$ cat config.mk
export PLATFORM = sky130hd
export DESIGN_NAME = mul4_fitness_scorer_flat
export DESIGN_NICKNAME = d
export VERILOG_FILES = /design/src/rtl/mul4_fitness_scorer_if.sv /design/src/rtl/mul4_fitness_scorer.sv /design/src/flat_wrapper.sv
export SDC_FILE = /design/constraint.sdc
export NUM_CORES = 1
export LEC_CHECK = 0
export ABC_AREA = 1
export CAP_MARGIN = 20
export CORE_ASPECT_RATIO = 2
export CORE_MARGIN = 2
export CORE_UTILIZATION = 47
export CTS_CLUSTER_SIZE = 20
export DETAILED_ROUTE_END_ITERATION = 7
export GPL_TIMING_DRIVEN = 0
export HOLD_SLACK_MARGIN = 0.03
export PLACE_DENSITY = 0.88
export SLEW_MARGIN = 20
export SYNTH_ARGS = -nofsm -noshare
export SYNTH_HDL_FRONTEND = slang
export SYNTH_SLANG_ARGS = --single-unit
$ cat constraint.sdc
create_clock -name clk -period 4.4 [get_ports clk]
set_clock_uncertainty 0.05 [all_clocks]
set_input_delay 0.88 -clock clk [delete_from_list [all_inputs] [get_ports clk]]
set_output_delay 0.88 -clock clk [all_outputs]
set_load 0.005 [all_outputs]
$ cat src/rtl/mul4_fitness_scorer_if.sv
// mul4_fitness_scorer_if: start/done handshake, operand slices out,
// candidate product slices in, and the scoring results.
interface mul4_fitness_scorer_if #(
    parameter int SCORE_W = 7
);
    logic               start;
    logic               busy;
    logic               done;
    logic [15:0]        a1;
    logic [15:0]        a0;
    logic [15:0]        b1;
    logic [15:0]        b0;
    logic [15:0]        y3;
    logic [15:0]        y2;
    logic [15:0]        y1;
    logic [15:0]        y0;
    logic [SCORE_W-1:0] score;
    logic               perfect;
    logic [3:0]         first_fail;
    logic               fail_valid;

    modport master (
        output start, y3, y2, y1, y0,
        input  busy, done, a1, a0, b1, b0,
        input  score, perfect, first_fail, fail_valid
    );

    modport slave (
        input  start, y3, y2, y1, y0,
        output busy, done, a1, a0, b1, b0,
        output score, perfect, first_fail, fail_valid
    );
endinterface

$ cat src/rtl/mul4_fitness_scorer.sv
// mul4_fitness_scorer: drives exhaustive 2x2 operand slices into a candidate,
// captures its product slices and scores them lane by lane against golden.
module mul4_fitness_scorer #(
    parameter int LANES   = 16,
    parameter int SETTLE  = 2,
    parameter int SCORE_W = 7
) (
    input logic                  clk,
    input logic                  rst_n,
    mul4_fitness_scorer_if.slave bus
);
    localparam logic [15:0] A1_V = 16'hFF00;
    localparam logic [15:0] A0_V = 16'hF0F0;
    localparam logic [15:0] B1_V = 16'hCCCC;
    localparam logic [15:0] B0_V = 16'hAAAA;
    localparam logic [15:0] P3_V = 16'h8000;
    localparam logic [15:0] P2_V = 16'h4C00;
    localparam logic [15:0] P1_V = 16'h6AC0;
    localparam logic [15:0] P0_V = 16'hA0A0;

    localparam logic [3:0]         LAST_LANE = 4'(LANES - 1);
    localparam logic [3:0]         CNT_LOAD  = 4'(SETTLE - 1);
    localparam logic [SCORE_W-1:0] MAX_SCORE = SCORE_W'(4 * LANES);

    typedef enum logic [1:0] {
        S_IDLE,
        S_SETTLE,
        S_SCAN,
        S_DONE
    } state_t;

    state_t             r_state;
    logic               r_drv;
    logic [3:0]         r_cnt;
    logic [3:0]         r_lane;
    logic [15:0]        r_y3;
    logic [15:0]        r_y2;
    logic [15:0]        r_y1;
    logic [15:0]        r_y0;
    logic               r_busy;
    logic               r_done;
    logic [SCORE_W-1:0] r_score;
    logic               r_perfect;
    logic [3:0]         r_first_fail;
    logic               r_fail_valid;

    logic [15:0]        w_p3;
    logic [15:0]        w_p2;
    logic [15:0]        w_p1;
    logic [15:0]        w_p0;
    logic [3:0]         w_got;
    logic [3:0]         w_gold;
    logic [3:0]         w_diff;
    logic [2:0]         w_err;
    logic [2:0]         w_m;
    logic [SCORE_W-1:0] w_score_nx;

    assign w_p3 = P3_V;
    assign w_p2 = P2_V;
    assign w_p1 = P1_V;
    assign w_p0 = P0_V;

    // Per-lane match count of the captured product against golden
    always_comb begin
        w_got      = {r_y3[r_lane], r_y2[r_lane], r_y1[r_lane], r_y0[r_lane]};
        w_gold     = {w_p3[r_lane], w_p2[r_lane], w_p1[r_lane], w_p0[r_lane]};
        w_diff     = w_got ^ w_gold;
        w_err      = {2'b00, w_diff[0]} + {2'b00, w_diff[1]}
                   + {2'b00, w_diff[2]} + {2'b00, w_diff[3]};
        w_m        = 3'd4 - w_err;
        w_score_nx = r_score + SCORE_W'(w_m);
    end

    // Operands sit at zero unless an evaluation is actively driving them
    assign bus.a1 = r_drv ? A1_V : 16'h0000;
    assign bus.a0 = r_drv ? A0_V : 16'h0000;
    assign bus.b1 = r_drv ? B1_V : 16'h0000;
    assign bus.b0 = r_drv ? B0_V : 16'h0000;

    assign bus.busy       = r_busy;
    assign bus.done       = r_done;
    assign bus.score      = r_score;
    assign bus.perfect    = r_perfect;
    assign bus.first_fail = r_first_fail;
    assign bus.fail_valid = r_fail_valid;

    // Evaluation FSM: accept, drive, settle, capture, scan, report
    always_ff @(posedge clk or negedge rst_n) begin
        if (!rst_n) begin
            r_state      <= S_IDLE;
            r_drv        <= 1'b0;
            r_cnt        <= 4'd0;
            r_lane       <= 4'd0;
            r_y3         <= 16'h0000;
            r_y2         <= 16'h0000;
            r_y1         <= 16'h0000;
            r_y0         <= 16'h0000;
            r_busy       <= 1'b0;
            r_done       <= 1'b0;
            r_score      <= '0;
            r_perfect    <= 1'b0;
            r_first_fail <= 4'd0;
            r_fail_valid <= 1'b0;
        end else begin
            unique case (r_state)
                S_IDLE: begin
                    if (bus.start) begin
                        r_state      <= S_SETTLE;
                        r_busy       <= 1'b1;
                        r_cnt        <= CNT_LOAD;
                        r_lane       <= 4'd0;
                        r_score      <= '0;
                        r_perfect    <= 1'b0;
                        r_first_fail <= 4'd0;
                        r_fail_valid <= 1'b0;
                    end
                end
                S_SETTLE: begin
                    if (!r_drv) begin
                        r_drv <= 1'b1;
                    end else if (r_cnt == 4'd0) begin
                        r_y3    <= bus.y3;
                        r_y2    <= bus.y2;
                        r_y1    <= bus.y1;
                        r_y0    <= bus.y0;
                        r_lane  <= 4'd0;
                        r_state <= S_SCAN;
                    end else begin
                        r_cnt <= r_cnt - 4'd1;
                    end
                end
                S_SCAN: begin
                    r_score <= w_score_nx;
                    if (w_m != 3'd4 && !r_fail_valid) begin
                        r_first_fail <= r_lane;
                        r_fail_valid <= 1'b1;
                    end
                    if (r_lane == LAST_LANE) begin
                        r_state   <= S_DONE;
                        r_done    <= 1'b1;
                        r_perfect <= (w_score_nx == MAX_SCORE);
                    end else begin
                        r_lane <= r_lane + 4'd1;
                    end
                end
                S_DONE: begin
                    r_done  <= 1'b0;
                    r_busy  <= 1'b0;
                    r_drv   <= 1'b0;
                    r_state <= S_IDLE;
                end
                default: r_state <= S_IDLE;
            endcase
        end
    end
endmodule

$ cat src/flat_wrapper.sv
// flat-port wrapper written by rule: the top's interface ports become plain ports
module mul4_fitness_scorer_flat 
#(
    parameter int LANES   = 16,
    parameter int SETTLE  = 2,
    parameter int SCORE_W = 7
)
  (clk, rst_n, bus_start, bus_y3, bus_y2, bus_y1, bus_y0, bus_busy, bus_done, bus_a1, bus_a0, bus_b1, bus_b0, bus_score, bus_perfect, bus_first_fail, bus_fail_valid);
  mul4_fitness_scorer_if #(.SCORE_W(SCORE_W)) bus_i ();
  input logic clk;
  input logic rst_n;
  input wire logic [$bits(bus_i.start)-1:0] bus_start;
  input wire logic [$bits(bus_i.y3)-1:0] bus_y3;
  input wire logic [$bits(bus_i.y2)-1:0] bus_y2;
  input wire logic [$bits(bus_i.y1)-1:0] bus_y1;
  input wire logic [$bits(bus_i.y0)-1:0] bus_y0;
  output wire logic [$bits(bus_i.busy)-1:0] bus_busy;
  output wire logic [$bits(bus_i.done)-1:0] bus_done;
  output wire logic [$bits(bus_i.a1)-1:0] bus_a1;
  output wire logic [$bits(bus_i.a0)-1:0] bus_a0;
  output wire logic [$bits(bus_i.b1)-1:0] bus_b1;
  output wire logic [$bits(bus_i.b0)-1:0] bus_b0;
  output wire logic [$bits(bus_i.score)-1:0] bus_score;
  output wire logic [$bits(bus_i.perfect)-1:0] bus_perfect;
  output wire logic [$bits(bus_i.first_fail)-1:0] bus_first_fail;
  output wire logic [$bits(bus_i.fail_valid)-1:0] bus_fail_valid;
  assign bus_i.start = bus_start;
  assign bus_i.y3 = bus_y3;
  assign bus_i.y2 = bus_y2;
  assign bus_i.y1 = bus_y1;
  assign bus_i.y0 = bus_y0;
  assign bus_busy = bus_i.busy;
  assign bus_done = bus_i.done;
  assign bus_a1 = bus_i.a1;
  assign bus_a0 = bus_i.a0;
  assign bus_b1 = bus_i.b1;
  assign bus_b0 = bus_i.b0;
  assign bus_score = bus_i.score;
  assign bus_perfect = bus_i.perfect;
  assign bus_first_fail = bus_i.first_fail;
  assign bus_fail_valid = bus_i.fail_valid;
  mul4_fitness_scorer #(.LANES(LANES), .SETTLE(SETTLE), .SCORE_W(SCORE_W)) u_core (.clk(clk), .rst_n(rst_n), .bus(bus_i));
endmodule
==> metrics.csv <==
metric;value;unit
result of the run;completed;
clock tree from TritonCTS;built;
number of global-route vias before repair;4709;
CP dominant cell by count;sky130_fd_sc_hd__nand2_1;
hold depth;1;
worst flop-to-flop path endpoint;u_core.bus.score[6];
crit path from;u_core.r_lane[1];
Resize count post-CTS;0;
die boundary width;79.28;µm
clock network fraction of design power;14.0;%
critical path capture point type;flip-flop;
post-synthesis average cell area;7.938;µm²
maximum clock rate;0.2626;GHz
total cell area at the placement stage;6769;µm²
Internal Dissipation;0.002989;W
clock buffers created by TritonCTS;9;
DRT iter0 DRCs;289;
per-cell routed wire length;13.21;µm
total of flip-flops plus latches after synthesis;90;
proportion of power drawn by flip-flops and latches;28.6;%
Sequential Area;2253;µm²
combinational group share of total power;57.4;%
H-tree Lvls;3;
ports placed on the boundary;146;
DR vias;4747;
unrepaired setup endpoints after global routing;false;
iteration count of the initial detailed-routing pass;5;
Detail Placement HPWL;9692;µm
launch point of the worst reg-to-reg path;u_core.r_lane[1];
number of warning messages in the yosys log;0;
Async S/R FF share, synth;100.0;%
Rows;55;
total inserted antenna cells;0;
Rel. slew slack;55.71;%
Routability Congestion;0.8667;
power density of the placed cells;712.3;nW/µm²
proportion of netlist area held by the largest area contributor;42.28;%
leftover overflow at the end of global routing;0;
initial antenna violation count;0;
largest net degree at the start of global routing;53;
end point of the worst hold path;u_core.r_cnt[0];
slew at the pin closest to its max-slew limit;0.6644;ns
cell depth of the worst flop-to-flop path;25;
number of maximum-capacitance violations;0;
# clock sinks;90;
Gate Count Post-Synth;671;
count of final hold-check violations;0;
highest-count cells in the layout ignoring fill and taps;sky130_fd_sc_hd__nand2_1 (142), sky130_fd_sc_hd__clkdlybuf4s50_1 (112), sky130_fd_sc_hd__dfrtp_1 (89), sky130_fd_sc_hd__inv_1 (83), sky130_fd_sc_hd__nor2_1 (81);
launch point of the worst hold path;u_core.r_cnt[0];
number of nets in the finished design;912;
Worst Path Class, Setup;reg -> reg;
final clock period utilization by the worst path;86.55;%
total die area;12250;µm²
first-pass GRT wire length;21210;µm
ratio of cells with drive above 1 in the final layout;14.06;%
proportion of total power due to net switching;40.37;%
cell type with the largest total area after synthesis;sky130_fd_sc_hd__dfrtp_1;
master cell of the clock root buffer;sky130_fd_sc_hd__clkbuf_16;
cell family with the largest share of critical-path delay;simple AND/OR/NAND/NOR gates;
post-route ant nets;0;
area occupied by multi-input gates;2245;µm²
all-layer global routing usage;21.71;%
Port Buffers;113;
Final Cell Area;7037;µm²
Worst Path Required;4.60;ns
most common cell after layout, fill and taps aside;sky130_fd_sc_hd__nand2_1;
worst hold-check path type;reg -> reg;
# Post-CTS Setup Buffers;0;
initial core utilization;47.78;%
cell leakage power;3.662;nW
cell types occupying the most area after synthesis;sky130_fd_sc_hd__dfrtp_1 (42%), sky130_fd_sc_hd__nand2_1 (10%), sky130_fd_sc_hd__buf_4 (9.0%);
number of DRC violations after detailed routing;0;
summed negative setup slack over all endpoints;0;ns
share of the yosys chip area belonging to registers;42.28;%
clock slew at reported path FFs;0.06;ns
Critical Path Start Type;flip-flop;
post-cts hold buffer count;0;
Reg2Reg Setup Slack;0.59;ns
post-synth design cell area;5326;µm²
via/cell ratio;4.874;
count of final max-slew check failures;0;
main flop type after synthesis;sky130_fd_sc_hd__dfrtp_1;
number of buffers and inverters on the critical path;5;
Area Overhead vs Synth;32.11;%
critical-path cell with the highest stage delay;sky130_fd_sc_hd__clkbuf_1;
Peak supply drop;0.4901;mV
critical path data arrival time;4.01;ns
number of flops mapped to enable cells by yosys;0;
final critical-path required period;3.808;ns
clock buffer depth;2;
Setup Viol. Count Final;0;
switching power total;0.002023;W
Routed WL;12870;µm
height of the chip;154.6;µm
filler instances;928;
core region area;11150;µm²
clock latency at the later pin of the worst-skew pair;0.34;ns
top fanout value on the critical path;10;
Cell variety after synth;30;
highest cell delay on the worst timing path;0.47;ns
[power groups by stage]
| stage | Sequential (W) | Combinational (W) | Clock (W) |
|---|---|---|---|
| after floorplan | 0.00138 | 0.00198 | 0 |
| after global placement | 0.00142 | 0.00274 | 0 |
| after detailed placement | 0.00144 | 0.00287 | 0 |
| after CTS | 0.00143 | 0.00289 | 0.000710 |
| after global routing | 0.00148 | 0.00324 | 0.000737 |
| final | 0.00143 | 0.00288 | 0.000701 |
[per-layer routing]
layer  track usage (%)  up-vias  part of all wire [%]
li1                  -     2324                     -
met1             25.97     2180                    40
met2             36.64      211                    50
met3             4.026       32                   7.1
met4             11.17        0                   2.8
met5                 0        -                     0
[cells by family after synthesis]
family / count (synthesis) / share of synthesized area [%]
mux: 19 / 5.144
simple gates: 286 / 22.13
fa+ha+maj: 18 / 4.369
other cells: 1 / 0.07040
flops: 90 / 42.28
buf+inv: 173 / 17.76
compound gates: 82 / 7.916
xor+xnor: 2 / 0.3289
[cells in the mapped netlist (2+ instances only)]
cell and number:
sky130_fd_sc_hd__nand2_1 142, sky130_fd_sc_hd__dfrtp_1 90, sky130_fd_sc_hd__inv_1 83, sky130_fd_sc_hd__nor2_1 81
sky130_fd_sc_hd__buf_4 64, sky130_fd_sc_hd__nand3_1 57, sky130_fd_sc_hd__a21oi_1 50, sky130_fd_sc_hd__o21ai_0 25
sky130_fd_sc_hd__ha_1 17, sky130_fd_sc_hd__mux2_4 16, sky130_fd_sc_hd__buf_2 9, sky130_fd_sc_hd__buf_1 6
sky130_fd_sc_hd__buf_6 6, sky130_fd_sc_hd__mux2_2 3, sky130_fd_sc_hd__o22ai_1 3, sky130_fd_sc_hd__clkbuf_1 2
sky130_fd_sc_hd__inv_2 2, sky130_fd_sc_hd__nor3_1 2, sky130_fd_sc_hd__o211ai_1 2
[per-stage QoR]
step                      instances  power (W)  setup slack [ns]  utilization (%)  hold slack, ns
after floorplan                 702   0.003366             1.213                -          0.4114
after global placement          957   0.004159           -0.7369            60.56          0.4236
after detailed placement        958   0.004315            0.6716            60.72          0.4361
after CTS                       974   0.005029            0.6460            63.11          0.4479
after global routing            974   0.005461            0.2963            63.12          0.4792
final                           974   0.005013            0.5920            63.12          0.4500
[worst reg2reg max path: stages (launching register included)]
cell	delay (ns)
sky130_fd_sc_hd__dfrtp_1	0.44
sky130_fd_sc_hd__inv_1	0.20
sky130_fd_sc_hd__clkbuf_1	0.47
sky130_fd_sc_hd__nand3_1	0.14
sky130_fd_sc_hd__nand2_1	0.10
sky130_fd_sc_hd__nand2_1	0.05
sky130_fd_sc_hd__nand2_1	0.06
sky130_fd_sc_hd__inv_1	0.05
sky130_fd_sc_hd__nand3_1	0.07
sky130_fd_sc_hd__nand2_1	0.06
sky130_fd_sc_hd__ha_1	0.32
sky130_fd_sc_hd__inv_1	0.05
sky130_fd_sc_hd__ha_1	0.19
sky130_fd_sc_hd__ha_1	0.20
sky130_fd_sc_hd__inv_1	0.05
sky130_fd_sc_hd__nand2_1	0.05
sky130_fd_sc_hd__and2_1	0.16
sky130_fd_sc_hd__ha_1	0.33
sky130_fd_sc_hd__nand2_1	0.07
sky130_fd_sc_hd__nor2_1	0.10
sky130_fd_sc_hd__nand2_1	0.07
sky130_fd_sc_hd__nand3_1	0.08
sky130_fd_sc_hd__nand2_1	0.06
sky130_fd_sc_hd__nor2_1	0.15
sky130_fd_sc_hd__nand2_1	0.06
sky130_fd_sc_hd__o21ai_0	0.09
[worst max path at each step]
| stage | endpoint | slack [ns] | cells past startpoint |
|---|---|---|---|
| 2_1_floorplan | u_core.bus.perfect | 1.21 | 23 |
| 3_3_place_gp | u_core.bus.score[5] | -0.74 | 1 |
| 3_5_place_dp | u_core.bus.perfect | 0.67 | 23 |
| 4_1_cts | u_core.bus.perfect | 0.65 | 25 |
| 5_1_grt | u_core.bus.perfect | 0.30 | 23 |
| 6_report | u_core.bus.score[6] | 0.59 | 25 |
[cell type report]
cell class	instances	share of cell area, %
Sequential cell	90	32.02
Multi-Input combinational cell	439	31.90
Timing Repair Buffer	114	16.32
Buffer	87	8.855
Inverter	86	4.587
Clock buffer	14	3.610
Tap cell	142	2.525
Clock inverter	2	0.1778
[state kept, by name, indices dropped and copies added (netlist names)]
register	count
u_core.bus.first_fail	4
u_core.r_cnt	4
u_core.r_y0	16
u_core.bus.done	1
u_core.bus.fail_valid	1
u_core.bus.busy	1
u_core.r_y1	16
u_core.r_lane	4
u_core.r_y2	16
u_core.r_drv	1
u_core.bus.perfect	1
u_core.r_state	2
u_core.r_y3	16
u_core.bus.score	7
No activity file was read; power rests on OpenSTA's default activity.
